`src/rtl/mem_arbiter_if.sv`:
```
// mem_arbiter_if: one master's request port into mem_arbiter
// Master drives req/rw/size/addr/wdata and holds them until ack;
// slave (the arbiter) returns registered rdata and a one-cycle ack with err.
interface mem_arbiter_if;
    logic        req;
    logic        rw;
    logic [1:0]  size;
    logic [31:0] addr;
    logic [31:0] wdata;
    logic [31:0] rdata;
    logic        ack;
    logic        err;
    modport master (output req, rw, size, addr, wdata, input rdata, ack, err);
    modport slave  (input req, rw, size, addr, wdata, output rdata, ack, err);
endinterface

```
`src/rtl/mem_arbiter.sv`:
```
// mem_arbiter: serialises two masters onto a single memory0 instance
// Ports: clock, reset (synchronous, active-low);
//   p0 (CPU) and p1 (DMA/loader) request ports, mem_arbiter_if.slave;
//   m_en/m_rw/m_size/m_addr/m_wdata drive memory en/rw/m_size/abus/dbus_in;
//   m_rdata comes from memory dbus_out;
//   busy is high outside IDLE; grant_id is the current or last winner.
// Build option: MEM_ARBITER_ROUND_ROBIN_EN selects round-robin arbitration,
//   otherwise port 0 has fixed priority.
module mem_arbiter #(
    parameter int MEMSIZE     = 'h10000,
    parameter int WAIT_CYCLES = 1
) (
    input  logic         clock,
    input  logic         reset,
    mem_arbiter_if.slave p0,
    mem_arbiter_if.slave p1,
    output logic         m_en,
    output logic         m_rw,
    output logic [1:0]   m_size,
    output logic [31:0]  m_addr,
    output logic [31:0]  m_wdata,
    input  logic [31:0]  m_rdata,
    output logic         busy,
    output logic         grant_id
);
    typedef enum logic [1:0] {IDLE, ACCESS, DONE} state_t;
    localparam logic [31:0] LAST_ADDR = 32'(MEMSIZE - 4);
    state_t      state_q, state_d;
    logic [3:0]  cnt_q, cnt_d;
    logic        gid_q, gid_d, err_q, err_d, rw_q, rw_d;
    logic [1:0]  size_q, size_d;
    logic [31:0] addr_q, addr_d, wdata_q, wdata_d;
    logic [31:0] rdata0_q, rdata0_d, rdata1_q, rdata1_d;
    logic        win, sel_rw, oor;
    logic [1:0]  sel_size;
    logic [31:0] sel_addr, sel_wdata;
`ifdef MEM_ARBITER_ROUND_ROBIN_EN
    // On a tie the grant goes to the port that did not win last time.
    assign win = (p0.req && p1.req) ? !gid_q : p1.req;
`else
    assign win = !p0.req;
`endif
    assign sel_rw    = win ? p1.rw    : p0.rw;
    assign sel_size  = win ? p1.size  : p0.size;
    assign sel_addr  = win ? p1.addr  : p0.addr;
    assign sel_wdata = win ? p1.wdata : p0.wdata;
    assign oor       = sel_addr > LAST_ADDR;
    always_comb begin
        state_d  = state_q;
        cnt_d    = cnt_q;
        gid_d    = gid_q;
        err_d    = err_q;
        rw_d     = rw_q;
        size_d   = size_q;
        addr_d   = addr_q;
        wdata_d  = wdata_q;
        rdata0_d = rdata0_q;
        rdata1_d = rdata1_q;
        case (state_q)
            IDLE: if (p0.req || p1.req) begin
                gid_d   = win;
                rw_d    = sel_rw;
                size_d  = sel_size;
                addr_d  = sel_addr;
                wdata_d = sel_wdata;
                err_d   = oor;
                cnt_d   = 4'(WAIT_CYCLES - 1);
                state_d = oor ? DONE : ACCESS;
                // A rejected read returns zero; a rejected write leaves rdata alone.
                if (oor && sel_rw) begin
                    rdata0_d = win ? rdata0_q : '0;
                    rdata1_d = win ? '0 : rdata1_q;
                end
            end
            ACCESS: begin
                cnt_d = cnt_q - 4'd1;
                if (cnt_q == 4'd0) begin
                    state_d = DONE;
                    if (rw_q) begin
                        rdata0_d = gid_q ? rdata0_q : m_rdata;
                        rdata1_d = gid_q ? m_rdata : rdata1_q;
                    end
                end
            end
            default: state_d = IDLE;
        endcase
    end
    always_ff @(posedge clock) begin
        if (!reset) begin
            state_q  <= IDLE;
            cnt_q    <= '0;
            gid_q    <= 1'b1;
            err_q    <= 1'b0;
            rw_q     <= 1'b1;
            size_q   <= 2'b11;
            addr_q   <= '0;
            wdata_q  <= '0;
            rdata0_q <= '0;
            rdata1_q <= '0;
        end else begin
            state_q  <= state_d;
            cnt_q    <= cnt_d;
            gid_q    <= gid_d;
            err_q    <= err_d;
            rw_q     <= rw_d;
            size_q   <= size_d;
            addr_q   <= addr_d;
            wdata_q  <= wdata_d;
            rdata0_q <= rdata0_d;
            rdata1_q <= rdata1_d;
        end
    end
    assign m_en     = state_q == ACCESS;
    assign m_rw     = rw_q;
    assign m_size   = size_q;
    assign m_addr   = addr_q;
    assign m_wdata  = wdata_q;
    assign busy     = state_q != IDLE;
    assign grant_id = gid_q;
    assign p0.ack   = (state_q == DONE) && !gid_q;
    assign p1.ack   = (state_q == DONE) && gid_q;
    assign p0.err   = p0.ack && err_q;
    assign p1.err   = p1.ack && err_q;
    assign p0.rdata = rdata0_q;
    assign p1.rdata = rdata1_q;
endmodule

```
`src/flat_wrapper.sv`:
```
// flat-port wrapper written by rule: the top's interface ports become plain ports
module mem_arbiter_flat 
#(
    parameter int MEMSIZE     = 'h10000,
    parameter int WAIT_CYCLES = 1
)
  (clock, reset, m_en, m_rw, m_size, m_addr, m_wdata, m_rdata, busy, grant_id, p0_req, p0_rw, p0_size, p0_addr, p0_wdata, p0_rdata, p0_ack, p0_err, p1_req, p1_rw, p1_size, p1_addr, p1_wdata, p1_rdata, p1_ack, p1_err);
  mem_arbiter_if p0_i ();
  mem_arbiter_if p1_i ();
  input  logic clock;
  input  logic reset;
  output logic m_en;
  output logic m_rw;
  output logic [1:0] m_size;
  output logic [31:0] m_addr;
  output logic [31:0] m_wdata;
  input  logic [31:0] m_rdata;
  output logic busy;
  output logic grant_id;
  input wire logic [$bits(p0_i.req)-1:0] p0_req;
  input wire logic [$bits(p0_i.rw)-1:0] p0_rw;
  input wire logic [$bits(p0_i.size)-1:0] p0_size;
  input wire logic [$bits(p0_i.addr)-1:0] p0_addr;
  input wire logic [$bits(p0_i.wdata)-1:0] p0_wdata;
  output wire logic [$bits(p0_i.rdata)-1:0] p0_rdata;
  output wire logic [$bits(p0_i.ack)-1:0] p0_ack;
  output wire logic [$bits(p0_i.err)-1:0] p0_err;
  input wire logic [$bits(p1_i.req)-1:0] p1_req;
  input wire logic [$bits(p1_i.rw)-1:0] p1_rw;
  input wire logic [$bits(p1_i.size)-1:0] p1_size;
  input wire logic [$bits(p1_i.addr)-1:0] p1_addr;
  input wire logic [$bits(p1_i.wdata)-1:0] p1_wdata;
  output wire logic [$bits(p1_i.rdata)-1:0] p1_rdata;
  output wire logic [$bits(p1_i.ack)-1:0] p1_ack;
  output wire logic [$bits(p1_i.err)-1:0] p1_err;
  assign p0_i.req = p0_req;
  assign p0_i.rw = p0_rw;
  assign p0_i.size = p0_size;
  assign p0_i.addr = p0_addr;
  assign p0_i.wdata = p0_wdata;
  assign p0_rdata = p0_i.rdata;
  assign p0_ack = p0_i.ack;
  assign p0_err = p0_i.err;
  assign p1_i.req = p1_req;
  assign p1_i.rw = p1_rw;
  assign p1_i.size = p1_size;
  assign p1_i.addr = p1_addr;
  assign p1_i.wdata = p1_wdata;
  assign p1_rdata = p1_i.rdata;
  assign p1_ack = p1_i.ack;
  assign p1_err = p1_i.err;
  mem_arbiter #(.MEMSIZE(MEMSIZE), .WAIT_CYCLES(WAIT_CYCLES)) u_core (.clock(clock), .reset(reset), .p0(p0_i), .p1(p1_i), .m_en(m_en), .m_rw(m_rw), .m_size(m_size), .m_addr(m_addr), .m_wdata(m_wdata), .m_rdata(m_rdata), .busy(busy), .grant_id(grant_id));
endmodule
```
`config.mk`:
```
export PLATFORM = sky130hd
export DESIGN_NAME = mem_arbiter_flat
export DESIGN_NICKNAME = d
export VERILOG_FILES = /design/src/rtl/mem_arbiter_if.sv /design/src/rtl/mem_arbiter.sv /design/src/flat_wrapper.sv
export SDC_FILE = /design/constraint.sdc
export NUM_CORES = 1
export LEC_CHECK = 0
export ABC_AREA = 0
export ABC_CLOCK_PERIOD_IN_PS = 2300
export CORE_AREA = 3 3 131 133
export DETAILED_ROUTE_END_ITERATION = 6
export DIE_AREA = 0 0 134 136
export PLACE_DENSITY = 0.88
export SLEW_MARGIN = 20
export SYNTH_ARGS = -nofsm -noshare
export SYNTH_HDL_FRONTEND = slang
export SYNTH_SLANG_ARGS = --single-unit
```
`constraint.sdc`:
```
create_clock -name clock -period 2.3 [get_ports clock]
set_clock_uncertainty 0.1 [all_clocks]
set_input_delay 0.575 -clock clock [delete_from_list [all_inputs] [get_ports clock]]
set_output_delay 0.575 -clock clock [all_outputs]
set_load 0.02 [all_outputs]
```
==> flow_metrics.py, run 1 <==
metrics = {
    "synthesis": {
        "synth_top_cell_by_area": "dfxtp_1",
        "synth_top_cell_area_share": 0.4325,
        "yosys_warnings": 0,
        "ys.flop_type": "dfxtp_1",
        "synthCells": 705,
        "synth_seq_area_share": 0.4325,
        "ys_ff_latch": 139,
        "synth_edf_count": 0,
        "synth-async-reset-ratio": 0,
        "yosysMostFrequentCell": "nand2_1",
        "avgSynthCellArea_um2": 9.126,
        "synth_common_cells": "166 x nand2_1, 139 x dfxtp_1, 65 x mux2i_1, 65 x o211a_1, 40 x nand3_1",
        "synth_area_um2": 6434,
        "syn-num-nets": 876,
        "ys_top_cells_by_area": "dfxtp_1 43%, mux2i_1 10%, o211a_1 10%, nand2_1 9.7%, mux2_2 5.6%",
        "synth_cell_types": 40,
    },
    "power_and_ir_drop": {
        "switching_share": 0.2550,
        "p_int_w": 0.004812,
        "leakage_nw": 4.381,
        "p_clk_frac": 0.400,
        "power.switching_w": 0.001647,
        "share_comb_of_total_power": 0.198,
        "powerDensity_nw_per_um2": 619.9,
        "seqPwrFrac": 0.402,
        "ir_drop_mv": 0.4511,
    },
    "grt": {
        "grtUsageTotal": 0.2339,
        "grt_pass1_vias": 6456,
        "antenna_found_initial": 0,
        "grt_pass1_wl_um": 34070,
        "grt_overflow": 0,
        "grt_max_degree": 100,
    },
    "place": {
        "gp_congestion": 0.8486,
        "port_buffers": 307,
        "dp.final_hpwl_um": 16670,
    },
    "cts": {
        "clkTransAtPathRegs_ps": 50,
        "cts_tree": "built",
        "cts_hold_buf": 0,
        "clk_latency_ps": 400,
        "cts_root_buffer": "clkbuf_16",
        "htree_levels": 4,
        "clock-sinks": 139,
        "postCtsSetupBuffers": 0,
        "clockBufferDepth": 2,
        "cts_made_buffers": 17,
    },
    "die": {
        "die_h_um": 136,
        "die_area_um2": 18220,
        "io_pins": 308,
        "core_um2": 15940,
        "dieWidth_um": 134,
        "initial_utilization": 0.4035,
        "rows": 46,
    },
    "timing": {
        "finalHoldViolations": 0,
        "setup_viol": 0,
        "slew_headroom": 0.7141,
        "min_period_ps": 2192,
        "tightest_slew_ps": 428.9,
        "drv_slew": 0,
        "tns_ps": 0,
        "max_freq_mhz": 456.3,
        "min_period_over_period": 0.9528,
    },
    "critical_path": {
        "arrival_ps": 1520,
        "crit_fanout": 9,
        "worstPathRequired_ps": 1620,
        "cp-start-kind": "flop",
        "endpoint_kind": "output pin",
        "path_class": "flop to output pin",
    },
    "drt": {
        "postRouteAntennaNets": 0,
        "drt_iter0_drc": 271,
        "wl_per_cell_um": 17.78,
        "drc": 0,
        "viasPerCell": 5.278,
        "vias": 6502,
        "drt-total-wl_um": 21900,
        "first_pass_iters": 5,
    },
    "flow_run": {
        "drv_cap": 0,
    },
    "layout": {
        "nets": 1177,
        "areaGrowthSynthToFinish_pct": 61.96,
        "seqCellArea_um2": 2785,
        "drive_above_1_share": 0.1112,
        "fin_util": 0.6536,
        "n_fill_cell": 1258,
        "diodes": 0,
        "multi_input_area_um2": 3348,
    },
    "worst_hold_path": {
        "hp-class": "flop to flop",
    },
    "run_status": {
        "outcome": "completed",
    },
}
==> final cells by class <==
| cell class | count | share of cell area |
|---|---|---|
| well taps | 216 | 0.02594 |
| multi-input cells | 499 | 0.3213 |
| clock buffers | 20 | 0.04287 |
| flip-flops and latches | 139 | 0.2673 |
| clock inverters | 9 | 0.009606 |
| repair buffers | 344 | 0.3312 |
| inverters | 5 | 0.001801 |
==> critical path, cell delays in order, from the launching register on <==
cell and delay, ps:
dfxtp_2 430, and3b_1 220, and2_1 150, dlygate4sd2_1 310
==> cell usage in the layout, fill, tap and decap left out, types with 3 or more instances in the layout <==
cell type and count:
o21ai_1 16, nor2_1 4, clkbuf_16 17, nor4_1 7, clkinv_2 5, nand2_1 166
nand3_1 40, o21ai_0 25, mux2i_1 65, nor3_1 3, o22ai_1 33, clkdlybuf4s50_1 299
buf_12 9, dlygate4sd2_1 6, dfxtp_1 137, inv_1 4, and2_1 6, mux2_2 32
o211a_1 65, nand4_1 7, nand2b_1 3, buf_4 30
==> flip-flops by register name, indices dropped and copies added (netlist names) <==
name / count
u_core.m_rw: 1
u_core.m_addr: 32
u_core.m_size: 2
u_core.err_q: 1
u_core.m_wdata: 32
u_core.state_q: 2
u_core.p0.rdata: 32
u_core.grant_id: 1
u_core.cnt_q: 4
u_core.p1.rdata: 32
==> final timing paths <==
check / cells past startpoint / startpoint / slack (ps) / to
worst min-delay path: 2 / u_core.p1.rdata[9] / 360 / u_core.p1.rdata[9]
worst min register to register: 2 / u_core.p1.rdata[9] / 360 / u_core.p1.rdata[9]
worst max-delay path: 3 / u_core.state_q[0] / 110 / p1_err
worst max register to register: 8 / u_core.cnt_q[0] / 170 / u_core.p0.rdata[22]
==> power groups by stage <==
stage                     registers [W]  logic, W  clock network [W]
after floorplan                 0.00278  0.000427                  0
after global placement          0.00264   0.00126                  0
after detailed placement        0.00265   0.00128                  0
after CTS                       0.00260   0.00128            0.00264
after global routing            0.00261   0.00137            0.00276
final                           0.00260   0.00128            0.00259
==> per-layer routing <==
| metal | up-vias | GRT usage | wire length [um] |
|---|---|---|---|
| met5 | - | 0 | 0 |
| li1 | 3123 | - | - |
| met2 | 277 | 0.4155 | 11180 |
| met4 | 0 | 0.07200 | 361 |
| met3 | 26 | 0.07735 | 2159 |
| met1 | 3076 | 0.2669 | 8201 |
==> kinds of logic after synthesis <==
| logic type | count (synthesis) | synth area share |
|---|---|---|
| buf+inv | 67 | 0.05173 |
| fa+ha+maj | 1 | 0.001944 |
| flops | 139 | 0.4325 |
| compound gates | 151 | 0.1834 |
| mux | 98 | 0.1593 |
| simple gates | 249 | 0.1711 |
==> stage by stage <==
stage                     setup slack, ps  cells  hold slack, ps  instance area (um^2)  power (W)
after floorplan                     264.1    705           347.4                  6434   0.003212
after global placement             -285.8   1203           354.6                  9861   0.003900
after detailed placement           -360.1   1203           357.6                  9861   0.003923
after CTS                           60.36   1232           353.4                 10410   0.006521
after global routing               -6.720   1232           365.9                 10420   0.006730
final                               108.5   1232           363.5                 10420   0.006459
==> what timing repair did <==
action,4_1_cts,5_1_grt
pin swaps,0,0
resized for setup,9,2
endpoints found under the setup margin,6,11
Note: power is estimated with default switching activity, not from simulation.
==> run 2: changes to the inputs <==
--- a/config.mk
+++ b/config.mk
@@ -8,6 +8,7 @@
 export ABC_AREA = 0
 export ABC_CLOCK_PERIOD_IN_PS = 2300
 export CORE_AREA = 3 3 131 133
+export CTS_CLUSTER_SIZE = 24
 export DETAILED_ROUTE_END_ITERATION = 6
 export DIE_AREA = 0 0 134 136
 export PLACE_DENSITY = 0.88
@@ -15,3 +16,4 @@
 export SYNTH_ARGS = -nofsm -noshare
 export SYNTH_HDL_FRONTEND = slang
 export SYNTH_SLANG_ARGS = --single-unit
+export TNS_END_PERCENT = 20
==> run 2 against run 1 <==
  * Cell area is essentially flat
  * Routed wire length about the same
  * Highest routed layer unchanged
  * Worst hold slack unchanged
  * Maximum frequency about the same
  * Utilization barely moved
  * Largest cell class unchanged
  * Non-clock buffer count unchanged
==> flow_metrics.py, run 2 (synthesized netlist as in run 1, its figures left out) <==
metrics = {
    "layout": {
        "areaGrowthSynthToFinish_pct": 62.02,
        "nets": 1177,
        "seqCellArea_um2": 2785,
        "mostFrequentLayoutCell": "clkdlybuf4s50_1",
        "multi_input_area_um2": 3348,
        "drive_above_1_share": 0.1112,
        "final_cell_mix": "299 x clkdlybuf4s50_1, 166 x nand2_1, 137 x dfxtp_1, 65 x mux2i_1, 65 x o211a_1",
        "final_area_um2": 10420,
        "diodes": 0,
        "n_fill_cell": 1259,
    },
    "cts": {
        "cts_root_buffer": "clkbuf_16",
        "cts_tree": "built",
        "clock-sinks": 139,
        "postCtsSetupBuffers": 0,
        "clkTransAtPathRegs_ps": 60,
        "clockBufferDepth": 2,
        "cts_made_buffers": 17,
        "htree_levels": 4,
        "clk_latency_ps": 400,
    },
    "critical_path": {
        "crit_family": "buffers and inverters",
        "crit_path_end": "u_core.p0.rdata[7]",
        "arrival_ps": 2410,
        "r2r_cells": 8,
        "worstPathRequired_ps": 2520,
        "endpoint_kind": "flop",
        "path_class": "primary input to flop",
        "cpPeakStageDelay_ps": 450,
        "rr_endpoint": "u_core.p0.rdata[22]",
        "regToRegStartpoint": "u_core.cnt_q[0]",
        "cp-start-kind": "primary input",
        "crit_buf_inv": 3,
        "r2r_slack_ps": 170,
        "crit_start": "p1_addr[29]",
        "crit_fanout": 30,
        "path_cells": "clkdlybuf4s50_1 > nor4_1 > nand4_1 > mux2i_2 > buf_4 > a21oi_2 > buf_12 > o21ai_0",
        "cp.depth": 8,
        "cp_slowest_cell": "clkdlybuf4s50_1",
    },
    "drt": {
        "drt_iter0_drc": 271,
        "postRouteAntennaNets": 0,
        "wl_per_cell_um": 17.76,
        "drt-total-wl_um": 21890,
        "drc": 0,
        "vias": 6502,
        "first_pass_iters": 5,
        "viasPerCell": 5.278,
    },
    "timing": {
        "max_freq_mhz": 456.4,
        "setup_viol": 0,
        "finalHoldViolations": 0,
        "min_period_ps": 2191,
        "drv_slew": 0,
        "slew_headroom": 0.7140,
        "tightest_slew_ps": 429.0,
        "tns_ps": 0,
        "min_period_over_period": 0.9525,
    },
    "die": {
        "dieWidth_um": 134,
        "initial_utilization": 0.4035,
        "die_area_um2": 18220,
        "rows": 46,
        "die_h_um": 136,
        "io_pins": 308,
        "core_um2": 15940,
    },
    "worst_hold_path": {
        "holdPathStages": 2,
        "hp-class": "flop to flop",
    },
    "place": {
        "port_buffers": 307,
        "gp_congestion": 0.8486,
        "dp.final_hpwl_um": 16670,
        "dpl-instance-area_um2": 9861,
    },
    "grt": {
        "grtUsageTotal": 0.2339,
        "antenna_found_initial": 0,
        "grt_max_degree": 100,
        "grt_pass1_wl_um": 34070,
        "grt_overflow": 0,
        "grt_pass1_vias": 6456,
    },
    "flow_run": {
        "drv_cap": 0,
    },
    "power_and_ir_drop": {
        "powerDensity_nw_per_um2": 619.7,
        "leakage_nw": 4.394,
        "ir_drop_mv": 0.4510,
    },
    "run_status": {
        "outcome": "completed",
    },
}
==> run 2: cell count changes in the layout (fill, tap and decap cells not counted), sizes merged <==
| cell | delta |
|---|---|
| dlygate4sd2 | -1 |
| dlymetal6s2s | +1 |
==> run 2: per-layer routing <==
layer / vias up / global-route usage / share of wire
met1: 3079 / 0.2669 / 0.37
met4: 0 / 0.07200 / 0.016
met2: 274 / 0.4155 / 0.51
li1: 3123 / - / -
met5: - / 0 / 0
met3: 26 / 0.07735 / 0.098
==> run 2: worst min-delay path: stages (launching register included) <==
cell and delay, ps:
dfxtp_1 300, nand2_1 50, o22ai_1 60
==> run 2: what timing repair did <==
item,in CTS,in global routing
cloned,0,0
endpoints found under the setup margin,6,12
hold buffers,0,0
hold endpoints to repair,0,0
resized for setup,8,3
==> run 2: through the flow <==
step,power [W],hold slack (ps),worst slack (ps),cells,util
global placement,0.003900,354.6,-285.8,1203,0.6185
finish,0.006460,363.5,109.2,1232,0.6538
CTS,0.006522,353.4,-152.0,1232,0.6529
global route,0.006731,365.9,-6.720,1232,0.6538
detailed placement,0.003923,357.6,-360.1,1203,0.6185
floorplan,0.003212,347.4,264.1,705,-
==> run 2: worst min-delay path by stage <==
stage / endpoint / slack [ps] / start
floorplan: u_core.cnt_q[3] / 350 / u_core.cnt_q[3]
global placement: u_core.p1.rdata[16] / 350 / u_core.p1.rdata[16]
detailed placement: u_core.p1.rdata[9] / 360 / u_core.p1.rdata[9]
CTS: u_core.grant_id / 350 / reset
global route: u_core.grant_id / 370 / reset
finish: u_core.p1.rdata[9] / 360 / u_core.p1.rdata[9]
==> run 2: cell type report <==
| cell class | count | area share |
|---|---|---|
| sequential | 139 | 0.2672 |
| clock inverter | 9 | 0.009603 |
| clock buffer | 20 | 0.04285 |
| multi-input combinational | 499 | 0.3212 |
| inverter | 5 | 0.001801 |
| timing repair buffer | 344 | 0.3314 |
| tap | 216 | 0.02593 |
==> run 2: power breakdown <==
part,switching (W),total [W],internal [W],leakage (nW)
clock,0.000991,0.00259,0.00160,0.267
sequential,0.0000653,0.00260,0.00253,1.14
combinational,0.000591,0.00128,0.000687,2.99
==> run 3: changes to the inputs <==
--- a/config.mk
+++ b/config.mk
@@ -5,7 +5,6 @@
 export SDC_FILE = /design/constraint.sdc
 export NUM_CORES = 1
 export LEC_CHECK = 0
-export ABC_AREA = 0
 export ABC_CLOCK_PERIOD_IN_PS = 2300
 export CORE_AREA = 3 3 131 133
 export CTS_CLUSTER_SIZE = 24
==> results of run 3 <==
The final DEF is identical to that of run 2; final timing and power are the same.
